[config.mk]
export PLATFORM = sky130hd
export DESIGN_NAME = imm_encoder
export DESIGN_NICKNAME = d
export VERILOG_FILES = /design/src/rtl/imm_encoder.sv
export SDC_FILE = /design/constraint.sdc
export NUM_CORES = 1
export LEC_CHECK = 0
export CAP_MARGIN = 5
export CORE_UTILIZATION = 50
export DETAILED_ROUTE_END_ITERATION = 6
export GPL_TIMING_DRIVEN = 0
export PLACE_DENSITY = 0.8
export SYNTH_ARGS = -nofsm -noshare
export SYNTH_HDL_FRONTEND = slang
export SYNTH_SLANG_ARGS = --single-unit
[constraint.sdc]
create_clock -name clk_i -period 1.86 [get_ports clk_i]
set_clock_uncertainty 0.15 [all_clocks]
set_input_delay 0.465 -clock clk_i [delete_from_list [all_inputs] [get_ports clk_i]]
set_output_delay 0.465 -clock clk_i [all_outputs]
set_load 0.005 [all_outputs]
[src/rtl/imm_encoder.sv]
// imm_encoder: pipelined immediate encoder, the inverse of the core's
// immediate decoder. Scatters a 32-bit immediate into the I/B/S/U/J field
// positions of an instruction template and flags immediates that do not
// fit the format (range_err_o) or are misaligned branch/jump offsets
// (align_err_o).
//
// Ports:
//   clk_i, rst_ni            clock, async active-low reset
//   in_valid_i / in_ready_o  input handshake
//   imm_src_i                format: 000 I, 001 B, 010 S, 011 U, 100 J
//   imm_i, instr_i           immediate value and instruction template
//   out_valid_o / out_ready_i output handshake
//   instr_o                  encoded instruction
//   range_err_o, align_err_o advisory error flags
//   err_count_o              saturating count of delivered errored results
//
// Pipeline: stage 1 registers the request, the encoder sits between the
// stages, stage 2 registers the result. Each stage advances when it is
// empty or its consumer takes data, so two transactions can be parked
// under backpressure. Only DATA_WIDTH = 32 is meaningful; field positions
// are fixed by the instruction formats.
module imm_encoder #(
  parameter int DATA_WIDTH = 32
) (
  input  logic                  clk_i,
  input  logic                  rst_ni,
  input  logic                  in_valid_i,
  output logic                  in_ready_o,
  input  logic [2:0]            imm_src_i,
  input  logic [DATA_WIDTH-1:0] imm_i,
  input  logic [DATA_WIDTH-1:0] instr_i,
  output logic                  out_valid_o,
  input  logic                  out_ready_i,
  output logic [DATA_WIDTH-1:0] instr_o,
  output logic                  range_err_o,
  output logic                  align_err_o,
  output logic [15:0]           err_count_o
);

  localparam int STAGES = 2;

  localparam logic [2:0] FMT_I = 3'b000;
  localparam logic [2:0] FMT_B = 3'b001;
  localparam logic [2:0] FMT_S = 3'b010;
  localparam logic [2:0] FMT_U = 3'b011;
  localparam logic [2:0] FMT_J = 3'b100;

  typedef struct packed {
    logic [2:0]            src;
    logic [DATA_WIDTH-1:0] imm;
    logic [DATA_WIDTH-1:0] instr;
  } req_t;

  typedef struct packed {
    logic [DATA_WIDTH-1:0] instr;
    logic                  range_err;
    logic                  align_err;
  } rsp_t;

  logic [STAGES:1] vld_pipe;
  req_t            s1_q;
  rsp_t            s2_q;
  rsp_t            enc;
  logic            s1_adv;
  logic            s2_adv;
  logic [15:0]     err_cnt_q;

  // Handshake: a stage moves when empty or when its consumer drains it.
  assign s2_adv     = !vld_pipe[2] || out_ready_i;
  assign s1_adv     = !vld_pipe[1] || s2_adv;
  assign in_ready_o = s1_adv;

  // Sign-uniformity of the bits above each format's top immediate bit:
  // the value is representable iff they are all copies of the sign bit.
  logic [31:0] imm;
  logic        fit11, fit12, fit19, fit20;

  assign imm   = s1_q.imm;
  assign fit11 = (&imm[31:11]) || !(|imm[31:11]);
  assign fit12 = (&imm[31:12]) || !(|imm[31:12]);
  assign fit19 = (&imm[31:19]) || !(|imm[31:19]);
  assign fit20 = (&imm[31:20]) || !(|imm[31:20]);

  // Out-of-range immediates are still encoded with their low bits.
  always_comb begin
    enc           = '0;
    enc.instr     = s1_q.instr;
    case (s1_q.src)
      FMT_I: begin
        enc.instr[31:20] = imm[11:0];
        enc.range_err    = !fit11;
      end
      FMT_B: begin
        enc.instr[31]    = imm[12];
        enc.instr[30:25] = imm[10:5];
        enc.instr[11:8]  = imm[4:1];
        enc.instr[7]     = imm[11];
        enc.range_err    = !fit12;
        enc.align_err    = imm[0];
      end
      FMT_S: begin
        enc.instr[31:25] = imm[11:5];
        enc.instr[11:7]  = imm[4:0];
        enc.range_err    = !fit11;
      end
      FMT_U: begin
        // Unshifted 20-bit value, as the decoder's U output presents it.
        enc.instr[31:12] = imm[19:0];
        enc.range_err    = !fit19;
      end
      FMT_J: begin
        enc.instr[31]    = imm[20];
        enc.instr[30:21] = imm[10:1];
        enc.instr[20]    = imm[11];
        enc.instr[19:12] = imm[19:12];
        enc.range_err    = !fit20;
        enc.align_err    = imm[0];
      end
      default: begin
        // Unknown format: template passes through untouched.
        enc.range_err    = 1'b1;
      end
    endcase
  end

  always_ff @(posedge clk_i or negedge rst_ni) begin
    if (!rst_ni) begin
      vld_pipe  <= '0;
      s1_q      <= '0;
      s2_q      <= '0;
      err_cnt_q <= '0;
    end else begin
      if (s1_adv) begin
        vld_pipe[1] <= in_valid_i;
        if (in_valid_i) s1_q <= '{src: imm_src_i, imm: imm_i, instr: instr_i};
      end
      if (s2_adv) begin
        vld_pipe[2] <= vld_pipe[1];
        if (vld_pipe[1]) s2_q <= enc;
      end
      if (vld_pipe[2] && out_ready_i && (s2_q.range_err || s2_q.align_err)
          && (err_cnt_q != 16'hFFFF))
        err_cnt_q <= err_cnt_q + 16'd1;
    end
  end

  assign out_valid_o = vld_pipe[2];
  assign instr_o     = s2_q.instr;
  assign range_err_o = s2_q.range_err;
  assign align_err_o = s2_q.align_err;
  assign err_count_o = err_cnt_q;

endmodule
==> out/metrics.cfg <==
[drt]
wl_per_cell_microns=18.2
dr.first_iter.drc_count=317
vias_per_cell=5.65
drc=0
postRouteWirelength_mm=14.4
via_count=4489
ant_nets=0
drt_pre_antenna_iters=5

[critical_path]
critPathLaunchType=flip-flop
end_kind=primary output
cp.required_ns=1.24
setup.worst_path.start=vld_pipe[2]$_DFFE_PN0P_
crit_type=reg2out
r2r_start=vld_pipe[2]$_DFFE_PN0P_
cp_data_arrival_time_ns=1.29
crit_fanout=2

[timing]
max_freq_ghz=0.525
fin_ws_ns=-0.0440
timing.slew.headroom=0.644
finalMaxSlewViolations=0
min_period_over_period=1.02
rsz0062_at_grt=true
hold_violations=0
setup_viol=1
fin_crit_ns=1.90
worstMarginPinSlew_ns=0.533

[synth]
synth_cell_type_count=49
seq_area_frac_synth=0.548
synth_ff_type=dfrtp_1
synth_cells=470
syn_avg_cell_area_sq_um=11.6
synthesis.area_sq_um=5430
synth_compound_area_frac=0.0933
ys_ff_latch=119
synth_adder_area_share=0.00230
synth_mux_area_frac=0.181
synth-edff-count=0
synth_top_family_by_area=multiplexers
synth_fp_nets=542
synthSimpleGateAreaFrac=0.130
async_flop_share=1.00
synthXorXnorAreaFrac=0.0193
ys_warn_count=0

[placement]
numPortBuffers=122
pre_cts_slack_ns=-0.559
post_dp_cell_area_sq_um=6850
gp_congestion=0.865
hpwlAfterDp_mm=9.93

[clock_tree]
max-clock-path-buffers=2
h-tree-depth=4
cts_tree=built
cts_sinks=119
cts_buffers=17
path_clk_slew_ns=0.06
insertion_delay_ns=0.52
root_buffer=clkbuf_8

[pwr]
power_frac_clock=0.361
power_density_nw_per_um2=1150
ir_drop_uv=554
p_switching_w=0.00257
switching_share=0.289
finalPower_w=0.00887
p_leak_nw=3.46
p_int_w=0.00631
p_comb_frac=0.246
p_seq_frac=0.393

[final_layout]
nFillCells=751
drive_above_1_share=0.243
final_area_sq_um=7740
nets=717
n_antenna_cell=0
area_growth_pct=42.4

[global_routing]
grt_max_degree=106
antenna_found_initial=0
grt_pass1_vias=4512
grt_pass1_wl_mm=22.7
grtUsageTotal=0.268
grt_overflow_total=0

[outcome]
violations=negative setup slack
outcome=finished, violations left

[die]
rows=37
dieArea_sq_um=11300
io_pins=123
dieWidth_microns=106
die_h_microns=106
start_util=0.522
core_area_sq_um=10400

[worst_hold_path]
hp-class=in2async

[flow_run]
drv_cap=0

-- synthesized netlist by cell type, types with 5 or more instances --
library cell,instances,area share
xnor2_1,7,0.011
xor2_1,5,0.0081
mux2i_1,11,0.020
a21oi_1,10,0.0092
dfrtp_1,119,0.55
clkbuf_1,8,0.0055
o21ai_1,5,0.0046
nand4_1,10,0.012
nor4_1,5,0.0058
mux2_2,45,0.093
buf_2,11,0.010
o21ai_0,27,0.025
nor2b_1,7,0.0081
nor2_1,20,0.014
o31ai_1,6,0.0083
o22ai_1,13,0.015
nor3_1,9,0.0083
o311ai_0,7,0.011
nand2_1,59,0.041
buf_4,5,0.0069
nand3_1,8,0.0074
mux2_1,31,0.064
-- power by group through the flow --
stage | sequential, W | combinational, W | clock, W
2_1_floorplan | 0.00346 | 0.000981 | 0
3_3_place_gp | 0.00355 | 0.00193 | 0
3_5_place_dp | 0.00358 | 0.00200 | 0
4_1_cts | 0.00346 | 0.00206 | 0.00323
5_1_grt | 0.00354 | 0.00239 | 0.00337
6_report | 0.00348 | 0.00219 | 0.00320
-- critical path, stage by stage, from the launching register on --
cell and delay (ns):
dfrtp_1 0.39, buf_6 0.12, nand3b_1 0.12, buf_2 0.13
-- metal layers --
metal	up-vias	wire length, microns	global-route usage
met2	192	7200	0.449
met4	0	270	0.0863
met3	25	1030	0.0803
met5	-	0	0
li1	2054	-	-
met1	2218	5930	0.331
-- layout make-up --
cell class                      count  area (sq um)  share of cell area
Tap cell                          136           170              0.0220
Multi-Input combinational cell    321          2370               0.306
Timing Repair Buffer              156          1440               0.186
Sequential cell                   119          2980               0.386
Clock buffer                       21           469              0.0606
Clock inverter                     11           123              0.0158
Buffer                             26           169              0.0218
Inverter                            4          15.0             0.00194
-- sequential cells by signal, indices dropped and copies added, names as in the netlist --
signal	cells
enc	7
range_err_o	1
imm	32
align_err_o	1
err_count_o	16
vld_pipe	2
instr_o	32
s1_q	28
-- logic make-up (layout without fill, tap and decap cells) --
logic type / count (synthesis) / count (layout)
mux: 88 / 88
flops: 119 / 119
fa+ha+maj: 1 / 1
simple gates: 140 / 140
buf+inv: 30 / 218
xor+xnor: 12 / 12
compound gates: 80 / 80
-- what timing repair did --
action / in CTS / in global routing
gates resized for setup: 69 / 27
pin swaps: 0 / 7
endpoints found under the hold margin: 119 / 0
setup buffers: 28 / 5
hold buffers: 1 / 0
cloned: 0 / 0
endpoints found under the setup margin: 84 / 93
-- through the flow --
step,instances,util,hold WS [ns],setup TNS [ns]
floorplan,470,-,0.0194,0
global placement,728,0.655,0.314,-542.94
detailed placement,729,0.658,0.152,-47.11
CTS,790,0.732,0.176,-0.0173
global route,794,0.743,0.175,-0.252
finish,794,0.743,0.183,-0.0440
-- final timing paths --
check                      cells after the start                     endpoint  slack [ns]
setup / recovery                               3                   in_ready_o       -0.04
hold / removal                                 2  err_count_o[13]$_DFFE_PN0P_        0.18
setup reg to reg                               7          s1_q[7]$_DFFE_PN0P_        0.03
hold reg to reg                                2      instr_o[24]$_DFFE_PN0P_        0.33
max in group asynchronous                      3      instr_o[12]$_DFFE_PN0P_        0.62
min in group clk_i                             2      instr_o[24]$_DFFE_PN0P_        0.33
-- cell usage in the layout, fill, tap and decap left out, types with 8 or more instances in the layout --
cell type	instances
a21oi_1	10
o22ai_1	13
nand2_1	57
buf_4	31
clkbuf_16	16
nor2_1	19
clkdlybuf4s50_1	68
o21ai_0	27
mux2i_1	11
dlygate4sd2_1	50
mux2_1	31
dfrtp_1	114
nor3_1	8
mux2_2	45
nand4_1	10
No activity file was read; power rests on OpenSTA's default activity.
